$ cat config.mk
export PLATFORM = sky130hd
export DESIGN_NAME = inv_mixcolumn_seq
export DESIGN_NICKNAME = d
export VERILOG_FILES = /design/src/rtl/inv_mixcolumn_seq.sv
export SDC_FILE = /design/constraint.sdc
export NUM_CORES = 1
export LEC_CHECK = 0
export CORE_MARGIN = 5
export CORE_UTILIZATION = 47
export DETAILED_ROUTE_END_ITERATION = 6
export PLACE_DENSITY = 0.82
export SLEW_MARGIN = 20
export SYNTH_ARGS = -nofsm -noshare
export SYNTH_HDL_FRONTEND = slang
export SYNTH_SLANG_ARGS = --single-unit
$ cat constraint.sdc
create_clock -name clk -period 3.4 [get_ports clk]
set_input_delay 0.85 -clock clk [delete_from_list [all_inputs] [get_ports clk]]
set_output_delay 0.85 -clock clk [all_outputs]
set_load 0.03 [all_outputs]
$ cat src/rtl/inv_mixcolumn_seq.sv
`default_nettype none
// ============================================================================
// Module   : inv_mixcolumn_seq
// Purpose  : Iterative AES InvMixColumns engine for the AES-128 decrypt
//            round loop. Accepts a 128-bit state over valid/ready, rewrites
//            COLS_PER_CYCLE columns per clock in place, and holds the result
//            until the downstream stage takes it.
// Revision : 1.0 - initial release
// ----------------------------------------------------------------------------
// Parameters:
//   COLS_PER_CYCLE : columns transformed per clock (1, 2 or 4);
//                    latency = 4/COLS_PER_CYCLE cycles.
// Optional feature macro:
//   MIXCOL_FWD_MODE_EN : adds input fwd_mode; when 1 at acceptance the state
//                        gets forward MixColumns instead of the inverse.
// Ports:
//   clk        in   1    rising-edge clock
//   rst        in   1    synchronous active-high reset
//   in_valid   in   1    in_state is valid
//   in_ready   out  1    block accepts in_state this cycle
//   in_state   in   128  column c = in_state[127-32c -: 32], top byte [31:24]
//   fwd_mode   in   1    (MIXCOL_FWD_MODE_EN only) forward-transform select
//   out_valid  out  1    out_state holds a completed result
//   out_ready  in   1    downstream accepts out_state
//   out_state  out  128  transformed state, same layout as in_state
//   busy       out  1    columns are being processed
// ============================================================================
module inv_mixcolumn_seq #(
  parameter int COLS_PER_CYCLE = 1
) (
  input  logic         clk,
  input  logic         rst,
  input  logic         in_valid,
  output logic         in_ready,
  input  logic [127:0] in_state,
`ifdef MIXCOL_FWD_MODE_EN
  input  logic         fwd_mode,
`endif
  output logic         out_valid,
  input  logic         out_ready,
  output logic [127:0] out_state,
  output logic         busy
);

  // --------------------------------------------------------------------------
  // Elaboration-time parameter guard
  // --------------------------------------------------------------------------
  generate
    if (!(COLS_PER_CYCLE == 1 || COLS_PER_CYCLE == 2 || COLS_PER_CYCLE == 4)) begin : g_bad_cols
      $error("inv_mixcolumn_seq: COLS_PER_CYCLE must be 1, 2 or 4");
    end
  endgenerate

  // Column counter step and the counter value of the final group. With four
  // columns per cycle the step truncates to 0 and the first group is the last.
  localparam logic [1:0] c_STEP = 2'(COLS_PER_CYCLE);
  localparam logic [1:0] c_LAST = 2'(4 - COLS_PER_CYCLE);

  typedef enum logic [1:0] {
    IDLE = 2'd0,
    BUSY = 2'd1,
    DONE = 2'd2
  } fsm_t;

  // --------------------------------------------------------------------------
  // GF(2^8) helpers, reduction polynomial x^8+x^4+x^3+x+1
  // --------------------------------------------------------------------------
  function automatic logic [7:0] xtime(input logic [7:0] b);
    return {b[6:0], 1'b0} ^ (b[7] ? 8'h1b : 8'h00);
  endfunction

  // One column through either InvMixColumns (fwd=0) or MixColumns (fwd=1).
  // All constant multiples are built from the x2/x4/x8 chain of each byte.
  function automatic logic [31:0] mix_col(input logic [31:0] col, input logic fwd);
    logic [7:0] b  [4];
    logic [7:0] m2 [4];
    logic [7:0] m3 [4];
    logic [7:0] m9 [4];
    logic [7:0] mb [4];
    logic [7:0] md [4];
    logic [7:0] me [4];
    logic [7:0] x4;
    logic [7:0] x8;
    logic [31:0] res;
    for (int i = 0; i < 4; i++) begin
      b[i]  = col[31-8*i -: 8];
      m2[i] = xtime(b[i]);
      x4    = xtime(m2[i]);
      x8    = xtime(x4);
      m3[i] = m2[i] ^ b[i];
      m9[i] = x8 ^ b[i];
      mb[i] = x8 ^ m2[i] ^ b[i];
      md[i] = x8 ^ x4 ^ b[i];
      me[i] = x8 ^ x4 ^ m2[i];
    end
    res = '0;
    for (int i = 0; i < 4; i++) begin
      if (fwd) begin
        res[31-8*i -: 8] = m2[i] ^ m3[(i+1)%4] ^ b[(i+2)%4] ^ b[(i+3)%4];
      end else begin
        res[31-8*i -: 8] = me[i] ^ mb[(i+1)%4] ^ md[(i+2)%4] ^ m9[(i+3)%4];
      end
    end
    return res;
  endfunction

  // --------------------------------------------------------------------------
  // Registers
  // --------------------------------------------------------------------------
  fsm_t         fsm_q,   fsm_d;
  logic [127:0] state_q, state_d;
  logic [1:0]   cnt_q,   cnt_d;
  logic         fwd_q;
  logic         accept;

  // --------------------------------------------------------------------------
  // Column units: unit g works on column cnt_q+g of the held state
  // --------------------------------------------------------------------------
  logic [1:0]  unit_idx [COLS_PER_CYCLE];
  logic [31:0] unit_out [COLS_PER_CYCLE];

  generate
    for (genvar g = 0; g < COLS_PER_CYCLE; g++) begin : g_unit
      logic [31:0] col_in;
      assign unit_idx[g] = cnt_q + 2'(g);
      // {~idx, 5'h1F} is 127-32*idx, the MSB of column idx.
      assign col_in      = state_q[{~unit_idx[g], 5'h1F} -: 32];
      assign unit_out[g] = mix_col(col_in, fwd_q);
    end
  endgenerate

  // --------------------------------------------------------------------------
  // Next-state and output logic
  // --------------------------------------------------------------------------
  always_comb begin
    fsm_d     = fsm_q;
    state_d   = state_q;
    cnt_d     = cnt_q;
    in_ready  = 1'b0;
    out_valid = 1'b0;
    busy      = 1'b0;

    case (fsm_q)
      IDLE: begin
        in_ready = 1'b1;
      end
      BUSY: begin
        busy = 1'b1;
        for (int g = 0; g < COLS_PER_CYCLE; g++) begin
          state_d[{~unit_idx[g], 5'h1F} -: 32] = unit_out[g];
        end
        cnt_d = cnt_q + c_STEP;
        if (cnt_q == c_LAST) begin
          fsm_d = DONE;
        end
      end
      DONE: begin
        out_valid = 1'b1;
        // A new state may only enter when the current result leaves.
        in_ready  = out_ready;
        if (out_ready) begin
          fsm_d = IDLE;
        end
      end
      default: begin
        fsm_d = IDLE;
      end
    endcase

    accept = in_valid && in_ready;
    if (accept) begin
      state_d = in_state;
      cnt_d   = 2'd0;
      fsm_d   = BUSY;
    end
  end

  always_ff @(posedge clk) begin
    if (rst) begin
      fsm_q   <= IDLE;
      state_q <= '0;
      cnt_q   <= 2'd0;
    end else begin
      fsm_q   <= fsm_d;
      state_q <= state_d;
      cnt_q   <= cnt_d;
    end
  end

`ifdef MIXCOL_FWD_MODE_EN
  // Mode is captured with the state and held for the whole operation.
  logic fwd_d;
  always_comb begin
    fwd_d = fwd_q;
    if (accept) begin
      fwd_d = fwd_mode;
    end
  end

  always_ff @(posedge clk) begin
    if (rst) begin
      fwd_q <= 1'b0;
    end else begin
      fwd_q <= fwd_d;
    end
  end
`else
  assign fwd_q = 1'b0;
`endif

  // The state register doubles as the result register: it is only rewritten
  // in BUSY or on acceptance, so it is stable throughout DONE.
  assign out_state = state_q;

  // --------------------------------------------------------------------------
  // Protocol properties
  // --------------------------------------------------------------------------
  a_hold_result : assert property (@(posedge clk) disable iff (rst)
    (out_valid && !out_ready) |=> (out_valid && $stable(out_state)));

  a_busy_excl : assert property (@(posedge clk) disable iff (rst)
    !(busy && (out_valid || in_ready)));

endmodule
`default_nettype wire

==> run_results.csv <==
group,metric,value,unit
cells_and_area,fill_cells,1134,
die,rows,47,
worst_hold_path,hp-start,"out_state[54]$_SDFFE_PP0P_",
die,die_x,140.7,µm
drt,ant_nets,0,
setup_path,crit_fanout,22,
die,io_pins,263,
cells_and_area,layout.nets,1102,
logic_synthesis,ys_seq_elements,132,
clock_network,htreeDepth,4,
cells_and_area,multi_input_area,5126,µm²
drt,viasPerCell,6.698,
logic_synthesis,ys_warn_count,0,
sta,min_period_over_period,0.9930,
logic_synthesis,synth_top_cell_by_area,"dfxtp_1",
drt,drt_pass1_iterations,7,
sta,slew-limit-headroom,0.4757,
place,place_hpwl,23.09,mm
cells_and_area,final_layout_size_suffix_gt1_frac,0.1392,
die,chipHeight,140.7,µm
sta,maxSlewViolCount,0,
grt,grt_max_degree,133,
sta,finClkSkew,0.008112,ns
job,maxCapViolCount,0,
sta,layout_min_cycle_time,3.376,ns
logic_synthesis,netlist_area,8024,µm²
sta,setup_viol,0,
grt,antenna_found_initial,0,
clock_network,clockBufferDepth,2,
die,core_area,16640,µm²
cells_and_area,area_growth,45.64,%
setup_path,endpoint_kind,"flip-flop",
sta,clock.fmax,0.2962,GHz
place,gp_congestion,1.050,
drt,drt_iter0_drc,1738,
clock_network,cts_tree,"done",
setup_path,crit_path_start,"cnt_q[0]$_SDFFE_PP0P_",
logic_synthesis,synth_top_area_share,0.3293,
setup_path,required,3.76,ns
logic_synthesis,synth_area_leaders,"dfxtp_1 (33%), a222oi_1 (16%), xnor2_1 (11%), xnor3_1 (9.5%), mux4_2 (9.0%)",
drt,wl,32.75,mm
drt,vias,8018,
clock_network,cts_hold_buf,0,
clock_network,ctsRootBufferMaster,"clkbuf_16",
grt,grt_use_total,0.3188,
sta,final.setup.tns,0,ns
die,die_area,19790,µm²
outcome,violations,"DRC",
clock_network,clk_latency,0.42,ns
cells_and_area,regArea,2645,µm²
sta,hold_violations,0,
outcome,status,"complete, but fails checks",
logic_synthesis,syn_inst,718,
logic_synthesis,seq_area_frac_synth,0.3293,
worst_hold_path,hp-class,"reg -> reg",
grt,grt_pass1_wl,48.72,mm
cells_and_area,final_common_cell,"clkdlybuf4s50_1",
setup_path,critPathLaunchType,"flip-flop",
logic_synthesis,synth_cell_types,26,
grt,grt_overflow,0,
drt,avgRoutedWirePerCell,27.36,µm
setup_path,arrival,3.73,ns
grt,grt_pass1_vias,8005,
clock_network,cts.sink_count,132,
die,start_util,0.4821,
logic_synthesis,syn-num-nets,854,
sta,tightest_slew,0.7808,ns
clock_network,numCtsBuffers,17,
logic_synthesis,avgSynthCellArea,11.18,µm²
setup_path,reg2reg_from,"cnt_q[0]$_SDFFE_PP0P_",
drt,drc,11,
setup_path,worst-setup-path-type,"reg -> reg",
cells_and_area,mostFrequentLayoutCells,"clkdlybuf4s50_1 (261), nor2_1 (131), dfxtp_1 (130), a222oi_1 (128), xnor2_1 (101)",
clock_network,clkTransAtPathRegs,0.06,ns
cells_and_area,insertedDiodeCount,0,
place,io_buffers,262,
worst paths after layout:
kind                                 end  slack (ns)  depth (start not counted)
max          out_state[115]$_SDFFE_PP0P_        0.02                          9
min           out_state[54]$_SDFFE_PP0P_        0.53                          2
max reg2reg  out_state[115]$_SDFFE_PP0P_        0.02                          9
min reg2reg   out_state[54]$_SDFFE_PP0P_        0.53                          2
sequential cells by signal, summed over array words and instances (netlist names):
name and count:
cnt_q 2, fsm_q 2, out_state 128
area by class of cell:
| type | count | area share |
|---|---|---|
| clock buffers | 23 | 0.04176 |
| inverters | 4 | 0.001285 |
| flip-flops and latches | 132 | 0.2263 |
| repair buffers | 306 | 0.2600 |
| well taps | 220 | 0.02355 |
| clock inverters | 7 | 0.008458 |
| multi-input cells | 505 | 0.4387 |
critical path, stage by stage, from the launching register on:
cell	delay (ns)
dfxtp_2	0.37
buf_12	0.21
mux4_2	0.57
xor3_1	0.44
buf_4	0.18
xnor3_1	0.37
xnor2_2	0.17
xnor2_1	0.65
a222oi_1	0.21
nor2_1	0.13
repair_timing:
item / in CTS / in global routing
buffers inserted: 0 / 1
gates resized for setup: 0 / 7
endpoints found under the setup margin: 0 / 13
cell usage after synthesis:
cell	count
xnor3_1	34
nor2_1	131
mux4_2	32
xnor3_2	1
inv_1	4
nor3_1	3
a21oi_1	8
xnor2_4	2
ha_1	4
clkbuf_1	59
xor2_4	1
xnor2_1	103
buf_2	12
xor2_2	1
nand2_1	1
and4_1	3
xnor2_2	13
dfxtp_1	132
xor3_1	4
a222oi_1	128
buf_6	2
buf_4	4
nor2b_1	2
and2_1	1
nor3b_1	1
xor2_1	32
metal layers:
metal  track usage  vias to the layer above  wire, µm
met3       0.09380                      121      4530
met5             0                        -         0
met4        0.1280                        0      1394
li1              -                     3282         -
met1        0.4125                     3839     11450
met2        0.5033                      776     15380
stage by stage:
step	std cells	utilization	cell area (µm²)	hold WS [ns]	setup slack, ns
2_1_floorplan	718	-	8024	0.5732	0.3349
3_3_place_gp	1166	0.6640	11050	0.4986	0.1376
3_5_place_dp	1166	0.6640	11050	0.5131	0.1038
4_1_cts	1196	0.6993	11640	0.5322	0.07425
5_1_grt	1197	0.7022	11690	0.5598	-0.008093
6_report	1197	0.7022	11690	0.5350	0.02385
logic make-up (layout without fill, tap and decap cells):
group / after synthesis / after routing / share of synthesized area
buffers and inverters: 81 / 340 / 0.04350
XOR/XNOR: 191 / 191 / 0.2963
adder cells (fa/ha/maj): 4 / 4 / 0.006238
AO/OA/AOI/OAI: 136 / 136 / 0.1647
AND/OR/NAND/NOR: 142 / 142 / 0.07017
multiplexers: 32 / 32 / 0.08982
flip-flops: 132 / 132 / 0.3293
Power is left out: the tool's default activity adds up to more than one toggle a clock period on the data nets, which glitch-free logic cannot reach.
